--- config.mk ---
export PLATFORM = sky130hd
export DESIGN_NAME = multicycle_control
export DESIGN_NICKNAME = d
export VERILOG_FILES = /design/src/rtl/cpu16_pkg.sv /design/src/rtl/mem_wait_timer.sv /design/src/rtl/multicycle_control.sv
export SDC_FILE = /design/constraint.sdc
export NUM_CORES = 1
export LEC_CHECK = 0
export ABC_CLOCK_PERIOD_IN_PS = 5100
export BUFFER_PORTS_ARGS = -buffer_cell sky130_fd_sc_hd__buf_2
export CAP_MARGIN = 15
export CORE_ASPECT_RATIO = 1.1
export CORE_UTILIZATION = 55
export CTS_BUF_LIST = sky130_fd_sc_hd__clkbuf_16
export DETAILED_ROUTE_END_ITERATION = 6
export GPL_TIMING_DRIVEN = 0
export HOLD_SLACK_MARGIN = 0.03
export PLACE_DENSITY_LB_ADDON = 0.08
export RECOVER_POWER = 50
export SYNTH_ARGS = -nofsm -noshare
export SYNTH_HDL_FRONTEND = slang
export SYNTH_SLANG_ARGS = --single-unit
--- constraint.sdc ---
create_clock -name Clock -period 5.1 [get_ports Clock]
set_input_delay 0.255 -clock Clock [delete_from_list [all_inputs] [get_ports Clock]]
set_output_delay 0.255 -clock Clock [all_outputs]
set_load 0.005 [all_outputs]
--- src/rtl/cpu16_pkg.sv ---
// Shared definitions for the 16-bit multicycle CPU control path.
// Opcode map, ALUOp classes (also decoded by alu_control), datapath mux
// encodings and the main control FSM state type.
package cpu16_pkg;

  localparam logic [3:0] OP_R0  = 4'b0000;
  localparam logic [3:0] OP_R1  = 4'b0001;
  localparam logic [3:0] OP_R2  = 4'b0010;
  localparam logic [3:0] OP_LW  = 4'b0100;
  localparam logic [3:0] OP_SW  = 4'b0101;
  localparam logic [3:0] OP_BEQ = 4'b0110;
  localparam logic [3:0] OP_BNE = 4'b0111;
  localparam logic [3:0] OP_J   = 4'b1000;
  localparam logic [3:0] OP_I0  = 4'b1001;
  localparam logic [3:0] OP_I1  = 4'b1010;
  localparam logic [3:0] OP_I2  = 4'b1011;

  localparam logic [1:0] ALUOP_ADD   = 2'b00;
  localparam logic [1:0] ALUOP_SUB   = 2'b01;
  localparam logic [1:0] ALUOP_RTYPE = 2'b10;
  localparam logic [1:0] ALUOP_ITYPE = 2'b11;

  localparam logic [1:0] SRCB_RT    = 2'b00;
  localparam logic [1:0] SRCB_ONE   = 2'b01;
  localparam logic [1:0] SRCB_IMM   = 2'b10;
  localparam logic [1:0] SRCB_BROFF = 2'b11;

  localparam logic [1:0] PCSRC_ALU    = 2'b00;
  localparam logic [1:0] PCSRC_ALUOUT = 2'b01;
  localparam logic [1:0] PCSRC_JUMP   = 2'b10;

  typedef enum logic [3:0] {
    ST_IDLE,
    ST_FETCH,
    ST_DECODE,
    ST_EXEC_R,
    ST_WB_R,
    ST_EXEC_I,
    ST_WB_I,
    ST_ADDR,
    ST_MEM_RD,
    ST_WB_MEM,
    ST_MEM_WR,
    ST_BRANCH,
    ST_JUMP,
    ST_TRAP
  } state_t;

  // States that hold a memory request open until MemReady
  function automatic logic is_mem_state(state_t s);
    return (s == ST_FETCH) || (s == ST_MEM_RD) || (s == ST_MEM_WR);
  endfunction

endpackage

--- src/rtl/mem_wait_timer.sv ---
// Memory wait watchdog: a down-counter that runs while an access is stalled
// and flags expiry on the WAIT_MAX-th consecutive stalled cycle.
module mem_wait_timer #(
  parameter int WAIT_MAX = 15
) (
  input  logic clk_sys,
  input  logic rst_b,
  input  logic active,
  output logic expire
);

  localparam int TW = $clog2(WAIT_MAX + 1);
  localparam logic [TW-1:0] LOAD = TW'(WAIT_MAX - 1);

  logic [TW-1:0] count;

  assign expire = active && (count == '0);

  // Reload whenever the stall is broken or has just expired, else count down
  always_ff @(posedge clk_sys or negedge rst_b) begin
    if (!rst_b) begin
      count <= LOAD;
    end else if (!active || expire) begin
      count <= LOAD;
    end else begin
      count <= count - 1'b1;
    end
  end

endmodule

--- src/rtl/multicycle_control.sv ---
// Main control FSM of the 16-bit multicycle CPU.
// Optional feature macro: ILLEGAL_TRAP_EN -- illegal opcodes park the FSM in
// TRAP and raise IllegalOp; without it they retire as NOPs.
//
// state     | meaning
// IDLE      | first cycle out of reset
// FETCH     | instruction read at PC, PC+1 written on MemReady
// DECODE    | branch target precomputed into ALUOut, opcode dispatch
// EXEC_R    | R-type ALU op (funct)
// WB_R      | write rd
// EXEC_I    | I-type ALU op (opcode)
// WB_I      | write rt
// ADDR      | effective address rs + imm
// MEM_RD    | data read at ALUOut
// WB_MEM    | write MDR to rt
// MEM_WR    | data write at ALUOut
// BRANCH    | compare rs/rt, conditional PC load from ALUOut
// JUMP      | PC load with jump target
// TRAP      | illegal opcode, held until reset
module multicycle_control
  import cpu16_pkg::*;
#(
  parameter int WAIT_MAX = 15,
  parameter int CNT_W    = 16
) (
  input  logic             Clock,
  input  logic             Reset_n,
  input  logic [3:0]       OPCode,
  input  logic             Zero,
  input  logic             MemReady,
  output logic             PCWrite,
  output logic             PCWriteCond,
  output logic             BranchNe,
  output logic             IorD,
  output logic             MemRead,
  output logic             MemWrite,
  output logic             IRWrite,
  output logic             RegDst,
  output logic             MemtoReg,
  output logic             RegWrite,
  output logic             ALUSrcA,
  output logic [1:0]       ALUSrcB,
  output logic [1:0]       ALUOp,
  output logic [1:0]       PCSource,
  output logic             BusErr,
`ifdef ILLEGAL_TRAP_EN
  output logic             IllegalOp,
`endif
  output logic [CNT_W-1:0] RetireCnt
);

  state_t state, state_next;
  logic   retire;
  logic   wait_active;
  logic   wait_expire;

  // Zero only feeds the datapath PC-load gate; control never looks at it
  logic unused_zero;
  assign unused_zero = Zero;

  assign wait_active = is_mem_state(state) && !MemReady;

  mem_wait_timer #(.WAIT_MAX(WAIT_MAX)) u_wait (
    .clk_sys (Clock),
    .rst_b   (Reset_n),
    .active  (wait_active),
    .expire  (wait_expire)
  );

  // State, sticky bus error and retired-instruction counter
  always_ff @(posedge Clock or negedge Reset_n) begin
    if (!Reset_n) begin
      state     <= ST_IDLE;
      BusErr    <= 1'b0;
      RetireCnt <= '0;
    end else begin
      state <= state_next;
      if (wait_expire) BusErr <= 1'b1;
      if (retire) RetireCnt <= RetireCnt + 1'b1;
    end
  end

  // Next-state and datapath control decode
  always_comb begin
    state_next  = state;
    retire      = 1'b0;
    PCWrite     = 1'b0;
    PCWriteCond = 1'b0;
    BranchNe    = 1'b0;
    IorD        = 1'b0;
    MemRead     = 1'b0;
    MemWrite    = 1'b0;
    IRWrite     = 1'b0;
    RegDst      = 1'b0;
    MemtoReg    = 1'b0;
    RegWrite    = 1'b0;
    ALUSrcA     = 1'b0;
    ALUSrcB     = SRCB_RT;
    ALUOp       = ALUOP_ADD;
    PCSource    = PCSRC_ALU;
`ifdef ILLEGAL_TRAP_EN
    IllegalOp   = 1'b0;
`endif
    case (state)
      ST_IDLE: state_next = ST_FETCH;
      ST_FETCH: begin
        MemRead = 1'b1;
        ALUSrcB = SRCB_ONE;
        ALUOp   = ALUOP_ADD;
        if (MemReady) begin
          IRWrite    = 1'b1;
          PCWrite    = 1'b1;
          state_next = ST_DECODE;
        end
        // on expiry the fetch is simply restarted
      end
      ST_DECODE: begin
        ALUSrcB = SRCB_BROFF;
        ALUOp   = ALUOP_ADD;
        case (OPCode)
          OP_R0, OP_R1, OP_R2: state_next = ST_EXEC_R;
          OP_I0, OP_I1, OP_I2: state_next = ST_EXEC_I;
          OP_LW, OP_SW:        state_next = ST_ADDR;
          OP_BEQ, OP_BNE:      state_next = ST_BRANCH;
          OP_J:                state_next = ST_JUMP;
          default: begin
`ifdef ILLEGAL_TRAP_EN
            state_next = ST_TRAP;
`else
            state_next = ST_FETCH;
            retire     = 1'b1;
`endif
          end
        endcase
      end
      ST_EXEC_R: begin
        ALUSrcA    = 1'b1;
        ALUSrcB    = SRCB_RT;
        ALUOp      = ALUOP_RTYPE;
        state_next = ST_WB_R;
      end
      ST_WB_R: begin
        RegDst     = 1'b1;
        RegWrite   = 1'b1;
        state_next = ST_FETCH;
        retire     = 1'b1;
      end
      ST_EXEC_I: begin
        ALUSrcA    = 1'b1;
        ALUSrcB    = SRCB_IMM;
        ALUOp      = ALUOP_ITYPE;
        state_next = ST_WB_I;
      end
      ST_WB_I: begin
        RegWrite   = 1'b1;
        state_next = ST_FETCH;
        retire     = 1'b1;
      end
      ST_ADDR: begin
        ALUSrcA    = 1'b1;
        ALUSrcB    = SRCB_IMM;
        ALUOp      = ALUOP_ADD;
        state_next = (OPCode == OP_LW) ? ST_MEM_RD : ST_MEM_WR;
      end
      ST_MEM_RD: begin
        MemRead = 1'b1;
        IorD    = 1'b1;
        if (MemReady) state_next = ST_WB_MEM;
        else if (wait_expire) state_next = ST_FETCH;
      end
      ST_WB_MEM: begin
        MemtoReg   = 1'b1;
        RegWrite   = 1'b1;
        state_next = ST_FETCH;
        retire     = 1'b1;
      end
      ST_MEM_WR: begin
        MemWrite = 1'b1;
        IorD     = 1'b1;
        if (MemReady) begin
          state_next = ST_FETCH;
          retire     = 1'b1;
        end else if (wait_expire) begin
          state_next = ST_FETCH;
        end
      end
      ST_BRANCH: begin
        ALUSrcA     = 1'b1;
        ALUSrcB     = SRCB_RT;
        ALUOp       = ALUOP_SUB;
        PCWriteCond = 1'b1;
        PCSource    = PCSRC_ALUOUT;
        BranchNe    = (OPCode == OP_BNE);
        state_next  = ST_FETCH;
        retire      = 1'b1;
      end
      ST_JUMP: begin
        PCWrite    = 1'b1;
        PCSource   = PCSRC_JUMP;
        state_next = ST_FETCH;
        retire     = 1'b1;
      end
      ST_TRAP: begin
`ifdef ILLEGAL_TRAP_EN
        IllegalOp = 1'b1;
`endif
        state_next = ST_TRAP;
      end
      default: state_next = ST_IDLE;
    endcase
  end

endmodule

==> impl_results.md <==
- Outcome: completed
- Comb power frac: 46.3%
- PD cells: 460 nW/um2
- DR iter-0 viols: 18
- Tightest Hold Check Type: in -> reg
- Max cap viols: 0
- Largest net degree at the start of global routing: 26
- Worst Path Max Fanout: 10
- Slew headroom: 8.52%
- Share of layout cells above drive strength 1: 23.3%
- DR vias/cell: 5.64
- Post-synth ARST share: 100%
- Clock Pin Slew Worst Setup and Hold Paths: 0.06 ns
- Avg Cell Area, Syn: 9.27 um2
- Met2 Resource Use GR: 42.3%
- Port Buffers: 40
- WL final: 3.39 mm
- Setup-failing EPs final: 0
- Die Width: 53.0 um
- Die height: 58.1 um
- Die Footprint: 3080 um2
- Worst VDD drop: 295 uV
- Area after DPL: 1820 um2
- Post-DRT Antenna Nets: 0
- Number of global-route vias before repair: 1235
- Antenna Cells: 0
- Clk_lat worst skew: 0.26 ns
- Finished Cell Area: 1900 um2
- P_int: 0.528 mW
- Final Hold Vio Count: 0
- Met1 usage: 29.8%
- Tot GR Track Use: 24.3%
- Crit share post-route: 41.5%
- Clock skew: 0.00468 ns
- Initial Util: 57.2%
- FF+latch count, synth: 25
- Worst reg-to-reg path cell count: 6
- Clock tree buffer depth: 2
- H-tree Lvls: 1
- Top-area cell type share of the netlist area: 34.9%
- Gr busiest metal: met2
- Hold Slack: 0.409 ns
- Gp weighted congestion: 0.840
- Unrepaired setup endpoints after global routing: no
- Core Footprint: 2750 um2
- Syn_nets: 185
- Pwr Total: 0.876 mW
- CTS tree: built
- DR vias: 1398
- Crit path arrival time: 1.86 ns
- Met3 usage in global routing: 4.20%
- Finished Layout Cells: 248
- Top-Level Pins: 42
- Total CTS buffers: 3
- Rows: 20
- Max Slew Vio Count: 0
- Setup TNS: 0 ns
- Root buf cell: clkbuf_16
- Initial antenna violation count: 0
- Final net count: 231
- Post-DP HPWL: 2.52 mm
- Leading area contributor after synthesis: dfrtp_1
- Seq pwr share: 33.8%
- Leakage: 0.869 nW
- Post-synth EDFFs: 0
- Total grt overflow: 0
- Yosys cell types: 38
- Switching portion of total power: 39.7%
- Sw Pwr: 0.348 mW
- Sink Count: 25
- CP required: 4.85 ns
- Largest cells by area after synthesis: dfrtp_1 (35%), xnor2_1 (9.5%), ha_1 (5.6%), dfstp_2 (5.0%), o2111ai_1 (3.9%)
- Seq/Total Area, Yosys: 40.0%
- Hold Path Cell Cnt: 4
- Routed wire per std cell: 13.7 um
- Kind of critical path: reg -> out
- Ys Warns: 0
- DRC Markers: 0
- Min Tclk post-route: 2.12 ns
- Placed Cells: 243
- Synth Flop Type: dfrtp_1
- Worst-Margin Slew: 1.37 ns
- Netlist area before placement: 1580 um2
- Cells after Synth: 170
- Layout area overhead: 20.8%
- Crit. End Element: output pin
- DR pass1 iterations: 4
- Startpoint types: flip-flop
- Clock power share: 20.0%
- Global-route wire length before repair: 5.50 mm
- F_max: 472 MHz
cells in the mapped netlist, types with 4 or more instances:
cell type,instances
a21oi_1,6
clkbuf_1,9
dfrtp_1,22
ha_1,7
inv_1,8
nand2_1,14
nand2b_1,8
nor2_1,12
nor2b_1,4
nor3_1,6
o2111ai_1,7
o211ai_1,4
o21ai_0,10
xnor2_1,17
metal layers:
layer | up-vias | share of wire [%]
met5 | - | 0
met4 | 0 | 1.2
met3 | 6 | 2.6
met2 | 30 | 52
met1 | 663 | 45
li1 | 699 | -
repair_timing:
action / CTS / global route
hold endpoints to repair: 22 / 0
buffers inserted: 0 / 0
resized for setup: 0 / 0
hold buffers: 1 / 0
kinds of logic (layout without fill, tap and decap cells):
| group | after synthesis | after routing | share of synthesized area, % |
|---|---|---|---|
| muxes | 2 | 2 | 1.35 |
| adders and majority gates | 7 | 7 | 5.56 |
| AOI/OAI and AO/OA | 39 | 39 | 17.6 |
| DFF | 25 | 25 | 40.0 |
| and+or+nand+nor | 61 | 61 | 20.8 |
| buffers and inverters | 19 | 64 | 5.24 |
| xor gates and xnor gates | 17 | 17 | 9.45 |
sequential cells by signal (all words and copies together) (netlist names):
name and count:
BusErr 1, RetireCnt 16, state 4, u_wait.count 4
power groups by stage:
stage	combinational, mW	sequential, mW	clock (mW)
floorplan	0.274	0.289	0
detailed placement	0.402	0.297	0
global placement	0.389	0.292	0
CTS	0.407	0.295	0.178
finish	0.405	0.296	0.175
global route	0.460	0.304	0.185
critical path: stages (launching register included):
cell      delay, ns
dfrtp_1        0.38
clkbuf_1       0.35
clkbuf_1       0.34
nor3_1         0.10
or2_2          0.30
buf_2          0.12
cell type report:
type,instances,area [um2]
multi-input combinational,126,863
fill,245,850
sequential,25,629
timing repair buffer,41,204
clock buffer,3,75.1
buffer,11,52.6
tap,33,41.3
inverter,8,30.0
clock inverter,1,7.51
metrics by stage:
stage	worst slack [ns]	utilization [%]
floorplan	3.28	-
global placement	3.05	66.0
detailed placement	3.03	66.0
CTS	2.99	69.4
global route	2.80	69.1
finish	2.98	69.1
layout by cell type (no fill, tap or decap), drive strengths merged, types with 3 or more instances in the layout:
| cell | instances |
|---|---|
| o211ai | 4 |
| buf | 37 |
| nor4 | 3 |
| ha | 7 |
| nor2b | 4 |
| dfrtp | 22 |
| nor3 | 6 |
| a21oi | 6 |
| nand2 | 14 |
| nor2 | 12 |
| inv | 8 |
| nand2b | 8 |
| dfstp | 3 |
| xnor2 | 17 |
| clkbuf | 17 |
| o2111ai | 7 |
| o21ai | 10 |
final timing paths:
check,startpoint,endpoint,slack [ns]
min,MemReady,BusErr,0.41
max in group asynchronous,Reset_n,RetireCnt[9],3.46
min reg2reg,BusErr,BusErr,0.46
max reg2reg,state[2],RetireCnt[7],3.01
min in group asynchronous,Reset_n,u_wait.count[0],0.83
max,state[0],PCWrite,2.98
Note: power is estimated with default switching activity, not from simulation.
